**src/rtl/lab8_fetch_if.sv**
```systemverilog
// Bus bundle between the lab8 fetch unit, the RAM port and the execute controller.
// Handshake: the fetch unit holds instr_valid=1 with a stable ir until the execute stage
// raises exec_done. The instruction retires on the first rising clk edge where both are 1.
// pc_load/pc_target are only meaningful on that same edge. exec_addr/exec_cmd reach the
// RAM only while instr_valid=1.
interface lab8_fetch_if #(
    parameter int ADDR_W = 9,
    parameter int DATA_W = 16
);
    logic [ADDR_W-1:0] mem_addr;
    logic [1:0]        mem_cmd;
    logic [DATA_W-1:0] mem_rdata;
    logic [ADDR_W-1:0] exec_addr;
    logic [1:0]        exec_cmd;
    logic              instr_valid;
    logic [DATA_W-1:0] ir;
    logic              exec_done;
    logic              pc_load;
    logic [ADDR_W-1:0] pc_target;

    modport master (
        output mem_addr, mem_cmd, instr_valid, ir,
        input  mem_rdata, exec_addr, exec_cmd, exec_done, pc_load, pc_target
    );

    modport slave (
        input  mem_addr, mem_cmd, instr_valid, ir,
        output mem_rdata, exec_addr, exec_cmd, exec_done, pc_load, pc_target
    );
endinterface

```
**src/rtl/lab8_fetch_unit.sv**
```systemverilog
// Instruction-fetch front end of the lab8 CPU: owns PC/IR, sequences IF1/IF2/UPD,
// dispatches to the execute stage and shares the single RAM port with it.
module lab8_fetch_unit #(
    parameter int              ADDR_W   = 9,
    parameter int              DATA_W   = 16,
    parameter logic [ADDR_W-1:0] RESET_PC = '0
) (
    input  logic              clk,
    input  logic              reset_n,
    lab8_fetch_if.master      bus,
    output logic [ADDR_W-1:0] pc,
    output logic              halted,
    output logic [15:0]       instr_count,
    output logic [3:0]        state_dbg
);

    typedef enum logic [3:0] {
        ST_RST      = 4'b0000,
        ST_IF1      = 4'b0001,
        ST_IF2      = 4'b0010,
        ST_UPD      = 4'b0011,
        ST_DISPATCH = 4'b0100,
        ST_HALT     = 4'b0101
    } state_t;

    localparam logic [1:0]  CMD_NONE  = 2'b00;
    localparam logic [1:0]  CMD_READ  = 2'b01;
    localparam logic [2:0]  OP_HALT   = 3'b111;
    localparam logic [15:0] COUNT_MAX = 16'hFFFF;

    state_t              state_q, state_d;
    logic [ADDR_W-1:0]   pc_q, pc_d;
    logic [DATA_W-1:0]   ir_q, ir_d;
    logic                halted_q, halted_d;
    logic [15:0]         count_q, count_d;
    logic [ADDR_W-1:0]   mem_addr_c;
    logic [1:0]          mem_cmd_c;
    logic                instr_valid_c;
    logic                ir_is_halt;

    assign ir_is_halt = (ir_q[DATA_W-1 -: 3] == OP_HALT);

    always_ff @(posedge clk or negedge reset_n) begin
        if (!reset_n) begin
            state_q  <= ST_RST;
            pc_q     <= RESET_PC;
            ir_q     <= '0;
            halted_q <= 1'b0;
            count_q  <= '0;
        end else begin
            state_q  <= state_d;
            pc_q     <= pc_d;
            ir_q     <= ir_d;
            halted_q <= halted_d;
            count_q  <= count_d;
        end
    end

    always_comb begin
        state_d       = state_q;
        pc_d          = pc_q;
        ir_d          = ir_q;
        halted_d      = halted_q;
        count_d       = count_q;
        mem_addr_c    = '0;
        mem_cmd_c     = CMD_NONE;
        instr_valid_c = 1'b0;

        case (state_q)
            ST_RST: begin
                state_d = ST_IF1;
            end
            ST_IF1: begin
                mem_addr_c = pc_q;
                mem_cmd_c  = CMD_READ;
                state_d    = ST_IF2;
            end
            ST_IF2: begin
                // RAM answers one cycle after READ, so the word is present now.
                mem_addr_c = pc_q;
                mem_cmd_c  = CMD_READ;
                ir_d       = bus.mem_rdata;
                state_d    = ST_UPD;
            end
            ST_UPD: begin
                mem_addr_c = pc_q;
                pc_d       = pc_q + ADDR_W'(1);
                if (ir_is_halt) begin
                    state_d  = ST_HALT;
                    halted_d = 1'b1;
                end else begin
                    state_d = ST_DISPATCH;
                    if (count_q != COUNT_MAX) begin
                        count_d = count_q + 16'd1;
                    end
                end
            end
            ST_DISPATCH: begin
                // Execute stage owns the RAM port for the whole dispatch window.
                instr_valid_c = 1'b1;
                mem_addr_c    = bus.exec_addr;
                mem_cmd_c     = bus.exec_cmd;
                if (bus.exec_done) begin
                    state_d = ST_IF1;
                    if (bus.pc_load) begin
                        pc_d = bus.pc_target;
                    end
                end
            end
            ST_HALT: begin
                mem_addr_c = pc_q;
                halted_d   = 1'b1;
            end
            default: begin
                state_d = ST_RST;
            end
        endcase
    end

    assign bus.mem_addr    = mem_addr_c;
    assign bus.mem_cmd     = mem_cmd_c;
    assign bus.instr_valid = instr_valid_c;
    assign bus.ir          = ir_q;
    assign pc              = pc_q;
    assign halted          = halted_q;
    assign instr_count     = count_q;
    assign state_dbg       = state_q;

endmodule

```
**src/flat_wrapper.sv**
```systemverilog
// flat-port wrapper written by rule: the top's interface ports become plain ports
module lab8_fetch_unit_flat 
#(
    parameter int              ADDR_W   = 9,
    parameter int              DATA_W   = 16,
    parameter logic [ADDR_W-1:0] RESET_PC = '0
)
  (clk, reset_n, pc, halted, instr_count, state_dbg, bus_mem_addr, bus_mem_cmd, bus_instr_valid, bus_ir, bus_mem_rdata, bus_exec_addr, bus_exec_cmd, bus_exec_done, bus_pc_load, bus_pc_target);
  lab8_fetch_if #(.ADDR_W(ADDR_W), .DATA_W(DATA_W)) bus_i ();
  input  logic clk;
  input  logic reset_n;
  output logic [ADDR_W-1:0] pc;
  output logic halted;
  output logic [15:0] instr_count;
  output logic [3:0] state_dbg;
  output wire logic [$bits(bus_i.mem_addr)-1:0] bus_mem_addr;
  output wire logic [$bits(bus_i.mem_cmd)-1:0] bus_mem_cmd;
  output wire logic [$bits(bus_i.instr_valid)-1:0] bus_instr_valid;
  output wire logic [$bits(bus_i.ir)-1:0] bus_ir;
  input wire logic [$bits(bus_i.mem_rdata)-1:0] bus_mem_rdata;
  input wire logic [$bits(bus_i.exec_addr)-1:0] bus_exec_addr;
  input wire logic [$bits(bus_i.exec_cmd)-1:0] bus_exec_cmd;
  input wire logic [$bits(bus_i.exec_done)-1:0] bus_exec_done;
  input wire logic [$bits(bus_i.pc_load)-1:0] bus_pc_load;
  input wire logic [$bits(bus_i.pc_target)-1:0] bus_pc_target;
  assign bus_mem_addr = bus_i.mem_addr;
  assign bus_mem_cmd = bus_i.mem_cmd;
  assign bus_instr_valid = bus_i.instr_valid;
  assign bus_ir = bus_i.ir;
  assign bus_i.mem_rdata = bus_mem_rdata;
  assign bus_i.exec_addr = bus_exec_addr;
  assign bus_i.exec_cmd = bus_exec_cmd;
  assign bus_i.exec_done = bus_exec_done;
  assign bus_i.pc_load = bus_pc_load;
  assign bus_i.pc_target = bus_pc_target;
  lab8_fetch_unit #(.ADDR_W(ADDR_W), .DATA_W(DATA_W), .RESET_PC(RESET_PC)) u_core (.clk(clk), .reset_n(reset_n), .bus(bus_i), .pc(pc), .halted(halted), .instr_count(instr_count), .state_dbg(state_dbg));
endmodule
```
**config.mk**
```make
export PLATFORM = sky130hd
export DESIGN_NAME = lab8_fetch_unit_flat
export DESIGN_NICKNAME = d
export VERILOG_FILES = /design/src/rtl/lab8_fetch_if.sv /design/src/rtl/lab8_fetch_unit.sv /design/src/flat_wrapper.sv
export SDC_FILE = /design/constraint.sdc
export NUM_CORES = 1
export LEC_CHECK = 0
export BUFFER_PORTS_ARGS = -buffer_cell sky130_fd_sc_hd__buf_2
export CELL_PAD_IN_SITES_DETAIL_PLACEMENT = 1
export CELL_PAD_IN_SITES_GLOBAL_PLACEMENT = 1
export CORE_MARGIN = 5
export CORE_UTILIZATION = 40
export CTS_BUF_LIST = sky130_fd_sc_hd__clkbuf_8
export CTS_CLUSTER_DIAMETER = 120
export DETAILED_ROUTE_END_ITERATION = 8
export HOLD_SLACK_MARGIN = 0.1
export PLACE_DENSITY_LB_ADDON = 0.05
export SLEW_MARGIN = 20
export SYNTH_ARGS = -nofsm -noshare
export SYNTH_HDL_FRONTEND = slang
export SYNTH_SLANG_ARGS = --single-unit
```
**constraint.sdc**
```tcl
create_clock -name clk -period 4.1 [get_ports clk]
set_clock_uncertainty 0.1 [all_clocks]
set_input_delay 1.025 -clock clk [delete_from_list [all_inputs] [get_ports clk]]
set_output_delay 1.025 -clock clk [all_outputs]
set_load 0.02 [all_outputs]
```
==> impl_metrics.toml <==
[worst_setup_path]
cp.required_ps = 2970
path_class = "flip-flop to output port"
cp.arrival_ps = 2140
worstSetupEndpointType = "output port"
slowest_stage = "dfrtp_1"
rr_startpoint = "u_core.state_dbg[0]"
cp-startpoint = "u_core.state_dbg[0]"
cp_num_buf_inv = 2
critical-path-top-delay-family = "flip-flops"
cp-start-kind = "flip-flop"
slowest_delay_ps = 690
crit_chain = "or3b_1 -> clkinv_4 -> a21o_1 -> buf_2"
worst-r2r-cell-count = 5
path_depth = 4
crit_fanout = 19

[clocking]
clockBufferDepth = 2
postCtsSetupBuffers = 0
clk_pin_slew_worst_paths_ps = 80
cts_max_level = 2
cts_sinks = 45
cts_buffers = 5
cts_tree = "yes"
hold_buffers = 0
ctsResizeCount = 0
clockRootBuffer = "clkbuf_8"
clock_latency_ps = 290

[logic_synthesis]
synthesis.nets = 274
async_flop_share = 1.00
synth_cells = 232
ys_types = 43
synth_largest_area_cell = "dfrtp_1"
yosysTopAreaCellShare = 0.474
synthTopCellsByArea = "dfrtp_1, mux2_2, xor2_1, o21ai_0, nand2_1"
synth_area_um2 = 2370
synth.yosys.seq_area_share = 0.474
avgSynthCellArea_um2 = 10.2
yosys_warnings = 0
ys_ff_latch = 45
synth-edff-count = 0
ys.flop_type = "dfrtp_1"

[min_path]
hold_path.class = "flip-flop to flip-flop"
hp-start = "u_core.halted"
hold_depth = 1

[timing]
tightest_slew_ps = 665
setup_violations = 0
hold_viol = 0
clock.fmax_ghz = 0.306
period_needed_ps = 3270
min_period_over_period = 0.796
rsz0062_at_grt = "no"
setup-tns-final_ps = 0
finalMaxSlewViolations = 0
slew_headroom = 0.556

[grt]
overflow = 0
grt_pass1_vias = 2228
antenna_found_initial = 0
grt_max_degree = 46
track_usage = 0.176
grt_pass1_wl_um = 10700

[finish]
finalInstanceArea_um2 = 2980
layout-area-overhead-vs-synth_pct = 25.4
final_nets = 366
final_cell_mix = "buf_2, dfrtp_1, nand2_1"
final_common_cell = "buf_2"
drive_gt1_frac = 0.391
n_fill_cell = 717
antennaDiodeCount = 0
fin_util = 0.509

[detailed_routing]
drt_iter0_markers = 70
drc = 0
drtPass1Iterations = 4
postRouteWirelength_um = 6480
dr_total_vias = 2134
detail-route-antenna-nets = 0
wl_per_cell_um = 16.2
via_per_inst = 5.34

[floorplan]
boundaryPins = 98
core-area_um2 = 5850
die_w_um = 87.1
die_h_um = 87.1
die-area_um2 = 7580
start_util = 0.406
core.rowCount = 28

[power]
pwr-share-seq = 0.362
clkPwrFrac = 0.133
p_leak_uw = 0.00144
p_int_uw = 1210
switching_share = 0.464
p_sw_uw = 1050
p_comb_frac = 0.504
powerDensity_nw_per_um2 = 760
vdd_drop_max_mv = 0.349

[placement]
portBuffers = 96
dpl_cell_area_um2 = 2880
dp_hpwl_um = 4960
gp_congestion = 0.783

[job]
maxCapViolCount = 0

[outcome]
outcome = "finished, final reports clean"
[power groups by stage]
| stage | Sequential (uW) | Clock, uW | Combinational [uW] |
|---|---|---|---|
| 2_1_floorplan | 957 | 0 | 646 |
| 3_3_place_gp | 822 | 0 | 1140 |
| 3_5_place_dp | 830 | 0 | 1160 |
| 4_1_cts | 824 | 312 | 1160 |
| 5_1_grt | 854 | 329 | 1240 |
| 6_report | 820 | 302 | 1140 |
[kinds of logic (layout without fill, tap and decap cells)]
kind of cell,count (synthesis),count (layout),share of synthesized area
and+or+nand+nor,86,86,0.194
AOI/OAI and AO/OA,52,52,0.146
DFF,45,45,0.474
muxes,17,17,0.0806
buffers and inverters,15,108,0.0411
xor gates and xnor gates,14,14,0.0516
adders and majority gates,2,2,0.0105
other,1,1,0.00158
[area by class of cell]
cell class              instances  area [um^2]  share of cell area
multi-input cells             172         1150               0.386
flip-flops and latches         45         1130               0.378
repair buffers                 97          490               0.165
clock buffers                   7         96.3              0.0323
well taps                      75         93.8              0.0315
inverters                       3         16.3             0.00546
clock inverters                 1         5.00             0.00168
[cell usage after synthesis (all sizes together), types with 2 or more instances]
library cell / instances
dfrtp: 45
nand2: 25
o21ai: 19
mux2: 17
nand3: 11
nor3: 11
xor2: 11
buf: 10
a22oi: 9
nor2: 9
a21oi: 7
nand4: 6
nor4: 6
and3: 4
nor2b: 4
a2bb2oi: 3
and4: 3
o22ai: 3
o2bb2a: 3
xnor2: 3
a21o: 2
a31oi: 2
clkbuf: 2
ha: 2
inv: 2
[worst paths after layout]
kind,endpoint,slack [ps]
setup / recovery,bus_mem_cmd[0],830
hold / removal,u_core.halted,370
setup reg to reg,u_core.pc[7],1490
hold reg to reg,u_core.halted,370
max in group asynchronous,u_core.bus.ir[8],2890
min in group asynchronous,u_core.bus.ir[3],610
[registers in the layout, summed over array words and instances (netlist names)]
name                cells
u_core.bus.ir          16
u_core.halted           1
u_core.instr_count     16
u_core.pc               9
u_core.state_dbg        3
[per-layer routing]
layer	share of wire	vias to the layer above	global-route usage	wire, um
met5	0	-	0	0
met4	0.0083	0	0.0340	54
met3	0.067	6	0.0397	437
met2	0.51	61	0.320	3280
met1	0.42	1034	0.214	2700
li1	-	1033	-	-
[stage by stage]
step	std cells	setup slack (ps)	hold slack, ps	power [uW]
after floorplan	232	1320	465	1600
final	400	835	374	2260
after detailed placement	392	1160	368	1990
after CTS	400	828	388	2300
after global routing	400	682	408	2430
after global placement	392	1220	346	1960
Note: power is estimated with default switching activity, not from simulation.
